### config.mk
export PLATFORM = sky130hd
export DESIGN_NAME = uart_cmd_ctrl
export DESIGN_NICKNAME = d
export VERILOG_FILES = /design/src/rtl/uart_cmd_ctrl.sv
export SDC_FILE = /design/constraint.sdc
export NUM_CORES = 1
export LEC_CHECK = 0
export ABC_AREA = 0
export ABC_CLOCK_PERIOD_IN_PS = 2100
export CAP_MARGIN = 10
export CORE_MARGIN = 2
export CORE_UTILIZATION = 40
export DETAILED_ROUTE_END_ITERATION = 16
export PLACE_DENSITY = 0.79
export SLEW_MARGIN = 20
export SYNTH_ARGS = -nofsm -noshare
export SYNTH_HDL_FRONTEND = slang
export SYNTH_SLANG_ARGS = --single-unit
### constraint.sdc
create_clock -name clk -period 2.1 [get_ports clk]
set_input_delay 0.42 -clock clk [delete_from_list [all_inputs] [get_ports clk]]
set_output_delay 0.42 -clock clk [all_outputs]
set_load 0.03 [all_outputs]
### src/rtl/uart_cmd_ctrl.sv
// uart_cmd_ctrl
//   Command sequencer between the UART ASCII-hex receiver word stream and
//   the SATA host datapath. Each tlast-delimited line is one packet: a
//   header word {opcode[31:28], -, index[23:16], count[15:0]} followed by
//   payload words. FIS payloads are forwarded to the SATA transmit stream,
//   CFG payloads become a single config-register write, and malformed
//   packets are drained to end of line. A per-packet status word
//   {8'hA5, opcode, code, fwd_count} is produced at end of every packet.
//
//   Optional feature macro: UART_CMD_CTRL_STATUS_EN
//     defined   : status register/stream present, S_STAT stalls while the
//                 previous status word is still pending.
//     undefined : o_stat_* tied to 0, i_stat_tready ignored, S_STAT is
//                 always a single cycle.
//
// Ports
//   clk, rstn                    clock, asynchronous active-low reset
//   i_tvalid/o_tready/i_tlast/i_tdata        command stream in
//   o_fis_tvalid/i_fis_tready/o_fis_tlast/o_fis_tdata  FIS stream out
//   o_cfg_we/o_cfg_addr/o_cfg_wdata          config write strobe
//   o_stat_tvalid/i_stat_tready/o_stat_tdata status stream out

module uart_cmd_ctrl #(
    parameter int MAX_WORDS = 2048
) (
    input  logic        clk,
    input  logic        rstn,
    input  logic        i_tvalid,
    output logic        o_tready,
    input  logic        i_tlast,
    input  logic [31:0] i_tdata,
    output logic        o_fis_tvalid,
    input  logic        i_fis_tready,
    output logic        o_fis_tlast,
    output logic [31:0] o_fis_tdata,
    output logic        o_cfg_we,
    output logic [7:0]  o_cfg_addr,
    output logic [31:0] o_cfg_wdata,
    output logic        o_stat_tvalid,
    input  logic        i_stat_tready,
    output logic [31:0] o_stat_tdata
);

    typedef enum logic [2:0] {
        S_HDR,
        S_FIS,
        S_CFG,
        S_DROP,
        S_STAT
    } state_t;

    localparam logic [3:0] OPC_FIS   = 4'd1;
    localparam logic [3:0] OPC_CFG   = 4'd2;

    localparam logic [3:0] CODE_OK    = 4'd0;
    localparam logic [3:0] CODE_OPC   = 4'd1;
    localparam logic [3:0] CODE_LEN   = 4'd2;
    localparam logic [3:0] CODE_SHORT = 4'd3;
    localparam logic [3:0] CODE_LONG  = 4'd4;

    localparam logic [16:0] MAX_W = 17'(MAX_WORDS);

    state_t      state_reg;
    logic        run_reg;
    logic [3:0]  opcode_reg;
    logic [7:0]  index_reg;
    logic [15:0] len_reg;
    logic [15:0] cnt_reg;
    logic [3:0]  code_reg;

    logic        fis_tvalid_reg;
    logic        fis_tlast_reg;
    logic [31:0] fis_tdata_reg;
    logic        cfg_we_reg;
    logic [7:0]  cfg_addr_reg;
    logic [31:0] cfg_wdata_reg;

    logic        ready;
    logic        accept;
    logic [15:0] cnt_inc;
    logic        last_word;
    logic [3:0]  hdr_op;
    logic [15:0] hdr_n;
    logic [3:0]  hdr_code;
    state_t      hdr_next;
    logic        stat_free;
    logic [31:0] stat_word;

    // Ready is held low for the first cycle after reset so that every
    // output, including o_tready, reads 0 while reset is applied.
    always_comb begin
        ready = 1'b0;
        case (state_reg)
            S_HDR:   ready = 1'b1;
            S_FIS:   ready = ~fis_tvalid_reg | i_fis_tready;
            S_CFG:   ready = 1'b1;
            S_DROP:  ready = 1'b1;
            S_STAT:  ready = 1'b0;
            default: ready = 1'b0;
        endcase
    end

    assign o_tready  = ready & run_reg;
    assign accept    = i_tvalid & o_tready;
    assign cnt_inc   = cnt_reg + 16'd1;
    assign last_word = (cnt_inc == len_reg);
    assign hdr_op    = i_tdata[31:28];
    assign hdr_n     = i_tdata[15:0];
    assign stat_word = {8'hA5, opcode_reg, code_reg, cnt_reg};

    // Header decode. Length errors take precedence over a premature tlast;
    // a header that already ends the line skips the drain state.
    always_comb begin
        hdr_code = CODE_OK;
        hdr_next = S_DROP;
        case (hdr_op)
            OPC_FIS: begin
                if (hdr_n == 16'd0 || {1'b0, hdr_n} > MAX_W)
                    hdr_code = CODE_LEN;
                else if (i_tlast)
                    hdr_code = CODE_SHORT;
                else
                    hdr_next = S_FIS;
            end
            OPC_CFG: begin
                if (hdr_n != 16'd1)
                    hdr_code = CODE_LEN;
                else if (i_tlast)
                    hdr_code = CODE_SHORT;
                else
                    hdr_next = S_CFG;
            end
            default: hdr_code = CODE_OPC;
        endcase
        if (hdr_code != CODE_OK)
            hdr_next = i_tlast ? S_STAT : S_DROP;
    end

`ifdef UART_CMD_CTRL_STATUS_EN
    logic        stat_tvalid_reg;
    logic [31:0] stat_tdata_reg;

    assign stat_free     = ~stat_tvalid_reg | i_stat_tready;
    assign o_stat_tvalid = stat_tvalid_reg;
    assign o_stat_tdata  = stat_tdata_reg;
`else
    logic [32:0] unused_stat;

    assign stat_free     = 1'b1;
    assign o_stat_tvalid = 1'b0;
    assign o_stat_tdata  = 32'd0;
    assign unused_stat   = {i_stat_tready, stat_word};
`endif

    always_ff @(posedge clk or negedge rstn) begin
        if (!rstn) begin
            state_reg      <= S_HDR;
            run_reg        <= 1'b0;
            opcode_reg     <= 4'd0;
            index_reg      <= 8'd0;
            len_reg        <= 16'd0;
            cnt_reg        <= 16'd0;
            code_reg       <= CODE_OK;
            fis_tvalid_reg <= 1'b0;
            fis_tlast_reg  <= 1'b0;
            fis_tdata_reg  <= 32'd0;
            cfg_we_reg     <= 1'b0;
            cfg_addr_reg   <= 8'd0;
            cfg_wdata_reg  <= 32'd0;
`ifdef UART_CMD_CTRL_STATUS_EN
            stat_tvalid_reg <= 1'b0;
            stat_tdata_reg  <= 32'd0;
`endif
        end else begin
            run_reg    <= 1'b1;
            cfg_we_reg <= 1'b0;

            // Output stage drains independently of the FSM; a new load in
            // S_FIS below overrides this clear in the same cycle.
            if (fis_tvalid_reg && i_fis_tready) begin
                fis_tvalid_reg <= 1'b0;
                fis_tlast_reg  <= 1'b0;
            end
`ifdef UART_CMD_CTRL_STATUS_EN
            if (stat_tvalid_reg && i_stat_tready)
                stat_tvalid_reg <= 1'b0;
`endif

            case (state_reg)
                S_HDR: begin
                    if (accept) begin
                        opcode_reg <= hdr_op;
                        index_reg  <= i_tdata[23:16];
                        len_reg    <= hdr_n;
                        cnt_reg    <= 16'd0;
                        code_reg   <= hdr_code;
                        state_reg  <= hdr_next;
                    end
                end
                S_FIS: begin
                    if (accept) begin
                        fis_tvalid_reg <= 1'b1;
                        fis_tdata_reg  <= i_tdata;
                        fis_tlast_reg  <= last_word | i_tlast;
                        cnt_reg        <= cnt_inc;
                        if (last_word) begin
                            code_reg  <= i_tlast ? CODE_OK : CODE_LONG;
                            state_reg <= i_tlast ? S_STAT : S_DROP;
                        end else if (i_tlast) begin
                            code_reg  <= CODE_SHORT;
                            state_reg <= S_STAT;
                        end
                    end
                end
                S_CFG: begin
                    if (accept) begin
                        cfg_we_reg    <= 1'b1;
                        cfg_addr_reg  <= index_reg;
                        cfg_wdata_reg <= i_tdata;
                        code_reg      <= i_tlast ? CODE_OK : CODE_LONG;
                        state_reg     <= i_tlast ? S_STAT : S_DROP;
                    end
                end
                S_DROP: begin
                    if (accept && i_tlast)
                        state_reg <= S_STAT;
                end
                S_STAT: begin
                    // Wait here (input stalled) while a previous status word
                    // is still unaccepted.
                    if (stat_free) begin
`ifdef UART_CMD_CTRL_STATUS_EN
                        stat_tvalid_reg <= 1'b1;
                        stat_tdata_reg  <= stat_word;
`endif
                        state_reg <= S_HDR;
                    end
                end
                default: state_reg <= S_HDR;
            endcase
        end
    end

    assign o_fis_tvalid = fis_tvalid_reg;
    assign o_fis_tlast  = fis_tlast_reg;
    assign o_fis_tdata  = fis_tdata_reg;
    assign o_cfg_we     = cfg_we_reg;
    assign o_cfg_addr   = cfg_addr_reg;
    assign o_cfg_wdata  = cfg_wdata_reg;

endmodule
==> results.sh, run 1 <==
export IMPL_final_hold_viol_count=0
export IMPL_synth_ff_type="dfrtp_1"
export IMPL_arrival_ns=2.39
export IMPL_clock_skew_ns=0.00862
export IMPL_yosysUniqueCellTypes=61
export IMPL_synthArstFlopShare_pct=100
export IMPL_final_setup_tns_ns=-0.00208
export IMPL_layout_setup_ws_ns=-0.00208
export IMPL_grt_max_degree=47
export IMPL_power_frac_seq_pct=32.9
export IMPL_vias=4467
export IMPL_r2r_end="state_reg[0]"
export IMPL_start_util_pct=41.0
export IMPL_die_w_um=123
export IMPL_internal_power_mw=7.30
export IMPL_cts_htree_levels=4
export IMPL_min_path_type="in -> async"
export IMPL_seq_area_frac_synth_pct=52.3
export IMPL_post_drt_wl_per_cell_um=16.6
export IMPL_synth_area_top_cells="dfrtp_1, mux2_2, mux2_1"
export IMPL_reg2reg_depth=8
export IMPL_drtIter0Drc=287
export IMPL_cp_max_fo=2
export IMPL_period_minus_slack_ns=2.10
export IMPL_slew_headroom_pct=58.0
export IMPL_grt_usage_pct=20.2
export IMPL_nets=728
export IMPL_clkSinkCount=119
export IMPL_fin_crit_sh_pct=100
export IMPL_core_area_um2=13900
export IMPL_dp_hpwl_mm=10.4
export IMPL_final_area_um2=8350
export IMPL_worst_setup_path_start_kind="input pin"
export IMPL_r2r_start="cnt_reg[0]"
export IMPL_wl_mm=14.6
export IMPL_gp_congestion=0.872
export IMPL_placed_area_um2=7540
export IMPL_drc=0
export IMPL_syn2layout_area_growth_pct=46.6
export IMPL_clock_latency_ns=0.42
export IMPL_status="finished with violations"
export IMPL_cp_startpoint="i_tdata[29]"
export IMPL_seqCellArea_um2=2990
export IMPL_multiInputGateArea_um2=2590
export IMPL_synth_cells=489
export IMPL_clockBufferDepth=2
export IMPL_p_comb_share_pct=44.0
export IMPL_netSwitchingPower_mw=4.37
export IMPL_report_final_slew_viol_count=0
export IMPL_io_buffers=112
export IMPL_boundaryPins=147
export IMPL_drtPass1Iterations=5
export IMPL_synth_warnings=0
export IMPL_clockRootBuffer="clkbuf_16"
export IMPL_cts_buffers=17
export IMPL_crit_path_end_kind="register"
export IMPL_dp_cells=840
export IMPL_worst_pin_slew_ns=0.629
export IMPL_reg2reg_setup_slack_ns=-0.002
export IMPL_ant_nets=0
export IMPL_dieArea_um2=15200
export IMPL_clkPwrFrac_pct=23.1
export IMPL_p_per_area_nw_per_um2=1400
export IMPL_final_cells=882
export IMPL_fmax_mhz=476
export IMPL_synth_area_um2=5700
export IMPL_cts_tree="yes"
export IMPL_ir_drop_mv=1.10
export IMPL_antenna_found_initial=1
export IMPL_fillers=1071
export IMPL_drv_cap=0
export IMPL_yosysTopAreaCellShare_pct=52.3
export IMPL_crit_type="in -> reg"
export IMPL_grt_pass1_wl_mm=23.2
export IMPL_setup_viol=1
export IMPL_leakagePower_nw=3.76
export IMPL_layout_drive_gt1_share_pct=31.7
export IMPL_grt_pass1_vias=4604
export IMPL_p_sw_share_pct=37.4
export IMPL_std_cell_rows=43
export IMPL_worstSetupEndpoint="state_reg[0]"
export IMPL_clk_pin_slew_worst_paths_ns=0.05
export IMPL_violations="negative setup slack"
export IMPL_routed_via_density=5.06
export IMPL_synth_edf_count=0
export IMPL_ys_ff_latch=119
export IMPL_cp_required_ns=2.39
export IMPL_rsz0062_at_grt="true"
export IMPL_grt_overflow_total=0
export IMPL_yosys_area_top_type="dfrtp_1"
export IMPL_die_h_um=123
export IMPL_avgSynthCellArea_um2=11.7
## final cells by class
cell class	instances	area share, %
diodes	1	0.0300
clock buffers	23	5.72
clock inverters	8	0.884
inverters	7	0.315
multi-input cells	335	31.1
flip-flops and latches	119	35.8
well taps	180	2.70
repair buffers	209	23.5
## cells by family (layout without fill, tap and decap cells)
kind of cell               count (synthesis)  in the layout  share of synthesized area, %
adders and majority gates                  1              1                         0.220
DFF                                      119            119                          52.3
muxes                                     80             80                          15.7
xor gates and xnor gates                  22             22                          3.38
and+or+nand+nor                          146            146                          13.7
buffers and inverters                     67            247                          7.84
other                                      2             35                         0.132
AOI/OAI and AO/OA                         52             52                          6.79
## cell usage in the layout (no fill, tap or decap), types with 3 or more instances in the layout
cell type	instances
dfrtp_1	112
clkdlybuf4s50_1	107
buf_4	88
nand2_1	80
mux2_2	49
conb_1	34
mux2_1	27
clkbuf_16	17
xnor2_1	15
o21ai_0	14
nor2_1	10
nand3_1	9
buf_12	9
inv_1	7
nor3_1	7
dfrtp_2	7
nor4_2	6
xor2_1	5
o31ai_1	5
a22o_1	5
mux2i_1	4
clkinv_2	4
nand3_4	3
a211o_1	3
clkbuf_8	3
clkbuf_1	3
## power by group through the flow
stage | Clock [mW] | Sequential (mW) | Combinational [mW]
floorplan | 0 | 5.03 | 1.68
detailed placement | 0 | 3.86 | 4.94
CTS | 2.75 | 3.83 | 5.09
global route | 2.87 | 3.95 | 5.46
finish | 2.69 | 3.84 | 5.14
global placement | 0 | 3.81 | 4.85
## per-stage QoR
stage	setup slack (ns)	power, mW	hold slack, ns	util [%]
detailed placement	-0.516	8.81	0.454	54.3
floorplan	-0.0243	6.71	0.124	-
global route	-0.0512	12.3	0.0575	60.2
finish	-0.00208	11.7	0.0367	60.2
CTS	-0.00750	11.7	0.0307	59.4
global placement	-0.442	8.66	0.444	54.3
## Yosys cell counts (3+ instances only)
library cell / count
a22o_1: 5
xnor2_1: 17
clkbuf_1: 10
dfrtp_1: 119
buf_6: 5
xor2_1: 5
buf_4: 37
nand3_1: 10
a22oi_1: 4
inv_1: 7
mux2_2: 49
mux2_1: 27
nand2_1: 81
nor3_1: 8
mux2i_1: 4
nor4_1: 6
o311ai_0: 3
nor2_1: 10
o31ai_1: 5
o21ai_0: 15
buf_2: 7
a211o_1: 3
## worst max-delay path: stages
cell and delay (ns):
clkdlybuf4s50_1 0.49, nor4bb_4 0.30, buf_4 0.14, nand2_1 0.04, or3_4 0.39, nor4b_2 0.16
and4_1 0.21, a211o_1 0.23
## metal layers
layer | wire [um] | vias to the layer above | GRT usage, % | share of wire (%)
met5 | 0 | - | 0 | 0
met4 | 216 | 0 | 6.75 | 1.5
met3 | 1310 | 21 | 9.32 | 9.0
met2 | 7480 | 190 | 34.2 | 51
met1 | 5580 | 2209 | 22.6 | 38
li1 | - | 2047 | - | -
## worst min path at each step
stage | start | end | slack (ns) | cells after the start
global placement | index_reg[2] | o_cfg_addr[2] | 0.44 | 2
finish | rstn | o_fis_tdata[24] | 0.04 | 1
global route | rstn | o_fis_tdata[24] | 0.06 | 1
detailed placement | index_reg[3] | o_cfg_addr[3] | 0.45 | 2
floorplan | rstn | cnt_reg[0] | 0.12 | 0
CTS | rstn | o_fis_tdata[22] | 0.03 | 1
## what timing repair did
action                                  4_1_cts  5_1_grt
hold buffers                                  0        0
gates resized for setup                      21       20
buffers inserted                              9        1
endpoints found under the setup margin        4       30
pin swaps                                     7        7
Power figures use the tool's default switching activity.
==> inputs of run 2 (changes only) <==
--- a/config.mk
+++ b/config.mk
@@ -7,12 +7,12 @@
 export LEC_CHECK = 0
 export ABC_AREA = 0
 export ABC_CLOCK_PERIOD_IN_PS = 2100
-export CAP_MARGIN = 10
+export CAP_MARGIN = 25
 export CORE_MARGIN = 2
 export CORE_UTILIZATION = 40
 export DETAILED_ROUTE_END_ITERATION = 16
 export PLACE_DENSITY = 0.79
-export SLEW_MARGIN = 20
+export SLEW_MARGIN = 15
 export SYNTH_ARGS = -nofsm -noshare
 export SYNTH_HDL_FRONTEND = slang
 export SYNTH_SLANG_ARGS = --single-unit
==> results of run 2 <==
No change in the layout: final DEF, timing and power equal those of run 1.
==> inputs of run 3 (changes only) <==
--- a/config.mk
+++ b/config.mk
@@ -6,12 +6,12 @@
 export NUM_CORES = 1
 export LEC_CHECK = 0
 export ABC_AREA = 0
-export ABC_CLOCK_PERIOD_IN_PS = 2100
+export ABC_CLOCK_PERIOD_IN_PS = 2200
 export CAP_MARGIN = 25
 export CORE_MARGIN = 2
 export CORE_UTILIZATION = 40
 export DETAILED_ROUTE_END_ITERATION = 16
-export PLACE_DENSITY = 0.79
+export PLACE_DENSITY = 0.77
 export SLEW_MARGIN = 15
 export SYNTH_ARGS = -nofsm -noshare
 export SYNTH_HDL_FRONTEND = slang
==> constraint.sdc (replaced) <==
create_clock -name clk -period 2.2 [get_ports clk]
set_input_delay 0.44 -clock clk [delete_from_list [all_inputs] [get_ports clk]]
set_output_delay 0.44 -clock clk [all_outputs]
set_load 0.03 [all_outputs]
==> results.sh, run 3 (synthesized netlist as in run 1, its figures left out) <==
export IMPL_status="finished with violations"
export IMPL_violations="negative hold slack"
export IMPL_place_ws_ns=-0.432
export IMPL_p_sw_share_pct=38.0
export IMPL_ant_nets=0
export IMPL_slew_headroom_pct=63.9
export IMPL_gp_congestion=0.882
export IMPL_arrival_ns=2.45
export IMPL_cp_startpoint="i_tdata[3]"
export IMPL_r2r_end="o_fis_tlast"
export IMPL_report_final_slew_viol_count=0
export IMPL_dp_hpwl_mm=10.0
export IMPL_min_path_type="in -> async"
export IMPL_io_buffers=112
export IMPL_reg2reg_setup_slack_ns=0.08
export IMPL_r2r_start="cnt_reg[0]"
export IMPL_ir_drop_mv=0.837
export IMPL_vias=4393
export IMPL_layout_commonest_cell="dfrtp_1"
export IMPL_nets=716
export IMPL_netSwitchingPower_mw=4.21
export IMPL_boundaryPins=147
export IMPL_dp_cells=834
export IMPL_cp_required_ns=2.50
export IMPL_met3WireLength_mm=1.37
export IMPL_final_util_pct=58.9
export IMPL_start_util_pct=41.0
export IMPL_internal_power_mw=6.88
export IMPL_leakagePower_nw=3.70
export IMPL_holdWs_ns=-0.00461
export IMPL_cts_buffers=17
export IMPL_dieArea_um2=15200
export IMPL_clock_skew_ns=0.0112
export IMPL_die_w_um=123
export IMPL_setup_viol=0
export IMPL_fin_crit_sh_pct=97.9
export IMPL_fillers=1099
export IMPL_clk_pin_slew_worst_paths_ns=0.06
export IMPL_worstSetupEndpoint="state_reg[0]"
export IMPL_grt_pass1_vias=4552
export IMPL_cts_htree_levels=4
export IMPL_clkSinkCount=119
export IMPL_final_hold_viol_count=3
export IMPL_wl_met2_mm=6.79
export IMPL_worst_setup_path_start_kind="input pin"
export IMPL_p_per_area_nw_per_um2=1360
export IMPL_fmax_mhz=464
export IMPL_core_area_um2=13900
export IMPL_grt_usage_pct=19.1
export IMPL_drv_cap=0
export IMPL_crit_type="in -> reg"
export IMPL_layout_setup_ws_ns=0.0464
export IMPL_dr_max_layer_used="met4"
export IMPL_worst_pin_slew_ns=0.537
export IMPL_grt_max_degree=49
export IMPL_rsz0062_at_grt="true"
export IMPL_clkPwrFrac_pct=23.7
export IMPL_clockBufferDepth=2
export IMPL_die_h_um=123
export IMPL_drc=0
export IMPL_cp_max_fo=2
export IMPL_final_setup_tns_ns=0
export IMPL_routed_via_density=5.05
export IMPL_layout_drive_gt1_share_pct=29.1
export IMPL_clock_latency_ns=0.41
export IMPL_grt_pass1_wl_mm=22.5
export IMPL_drtPass1Iterations=4
export IMPL_syn2layout_area_growth_pct=43.5
export IMPL_reg2reg_depth=8
export IMPL_power_frac_seq_pct=33.0
export IMPL_clockRootBuffer="clkbuf_16"
export IMPL_final_cell_mix="dfrtp_1, clkdlybuf4s50_1, nand2_1, buf_4, mux2_2"
export IMPL_grt_overflow_total=0
export IMPL_wl_met1_mm=5.60
export IMPL_crit_path_end_kind="register"
export IMPL_post_drt_wl_per_cell_um=16.0
export IMPL_final_cells=870
export IMPL_drtIter0Drc=231
export IMPL_std_cell_rows=43
export IMPL_p_comb_share_pct=43.3
export IMPL_cts_tree="yes"
export IMPL_wl_mm=13.9
export IMPL_antenna_cells=0
export IMPL_antenna_found_initial=0
export IMPL_period_minus_slack_ns=2.15
## run 3: changes by cell type in the layout (fill, tap and decap cells not counted), sizes merged
| cell | change |
|---|---|
| clkdlybuf4s50 | +1 |
| inv | +4 |
| buf | -12 |
| clkinvlp | +2 |
| dlymetal6s2s | +1 |
| diode | -1 |
| clkbuf | -5 |
| dlygate4sd2 | -2 |
## run 3: stage by stage
stage / area, um^2 / total power, mW
2_1_floorplan: 5820 / 6.38
3_3_place_gp: 7470 / 8.23
3_5_place_dp: 7470 / 8.38
4_1_cts: 8100 / 11.1
5_1_grt: 8180 / 11.6
6_report: 8180 / 11.1
## run 3: repair_timing
item | in CTS | in global routing
pin swaps | 5 | 9
resized for setup | 9 | 20
buffers inserted | 3 | 1
endpoints found under the setup margin | 4 | 4
hold endpoints to repair | 0 | 0
hold buffers | 0 | 0
gates cloned | 0 | 0
## run 3: cell type report
class                   count  area, um^2  area share, %
clock buffers              18         439           5.37
clock inverters            14         124           1.51
inverters                   7        26.3          0.321
multi-input cells         335        2500           30.6
flip-flops and latches    119        2980           36.5
well taps                 180         225           2.75
repair buffers            197        1880           23.0
## run 3: metal layers
layer,up-vias,track usage [%]
li1,2026,-
met1,2194,22.5
met2,156,31.5
met3,17,8.53
met4,0,5.54
met5,-,0
## run 3: power groups by stage
stage	clock, mW	combinational, mW	sequential (mW)
global placement	0	4.62	3.61
floorplan	0	1.59	4.79
CTS	2.67	4.78	3.66
finish	2.63	4.80	3.66
detailed placement	0	4.72	3.67
global route	2.77	5.09	3.77
## run 3: worst min-delay path by stage
stage          cells past startpoint  from  slack [ns]              end
2_1_floorplan                      0  rstn        0.14       cnt_reg[0]
3_3_place_gp                       1  rstn        0.44  o_fis_tdata[24]
3_5_place_dp                       1  rstn        0.45  o_fis_tdata[24]
4_1_cts                            1  rstn       0.005  o_fis_tdata[24]
5_1_grt                            1  rstn        0.03  o_fis_tdata[24]
6_report                           1  rstn      -0.005  o_fis_tdata[24]
## run 3: critical path, stage by stage
cell and delay, ns:
clkdlybuf4s50_1 0.47, nor4_2 0.31, buf_4 0.17, nand3_1 0.09, or3_4 0.41, nor4b_1 0.15
and4_1 0.21, a211o_1 0.22
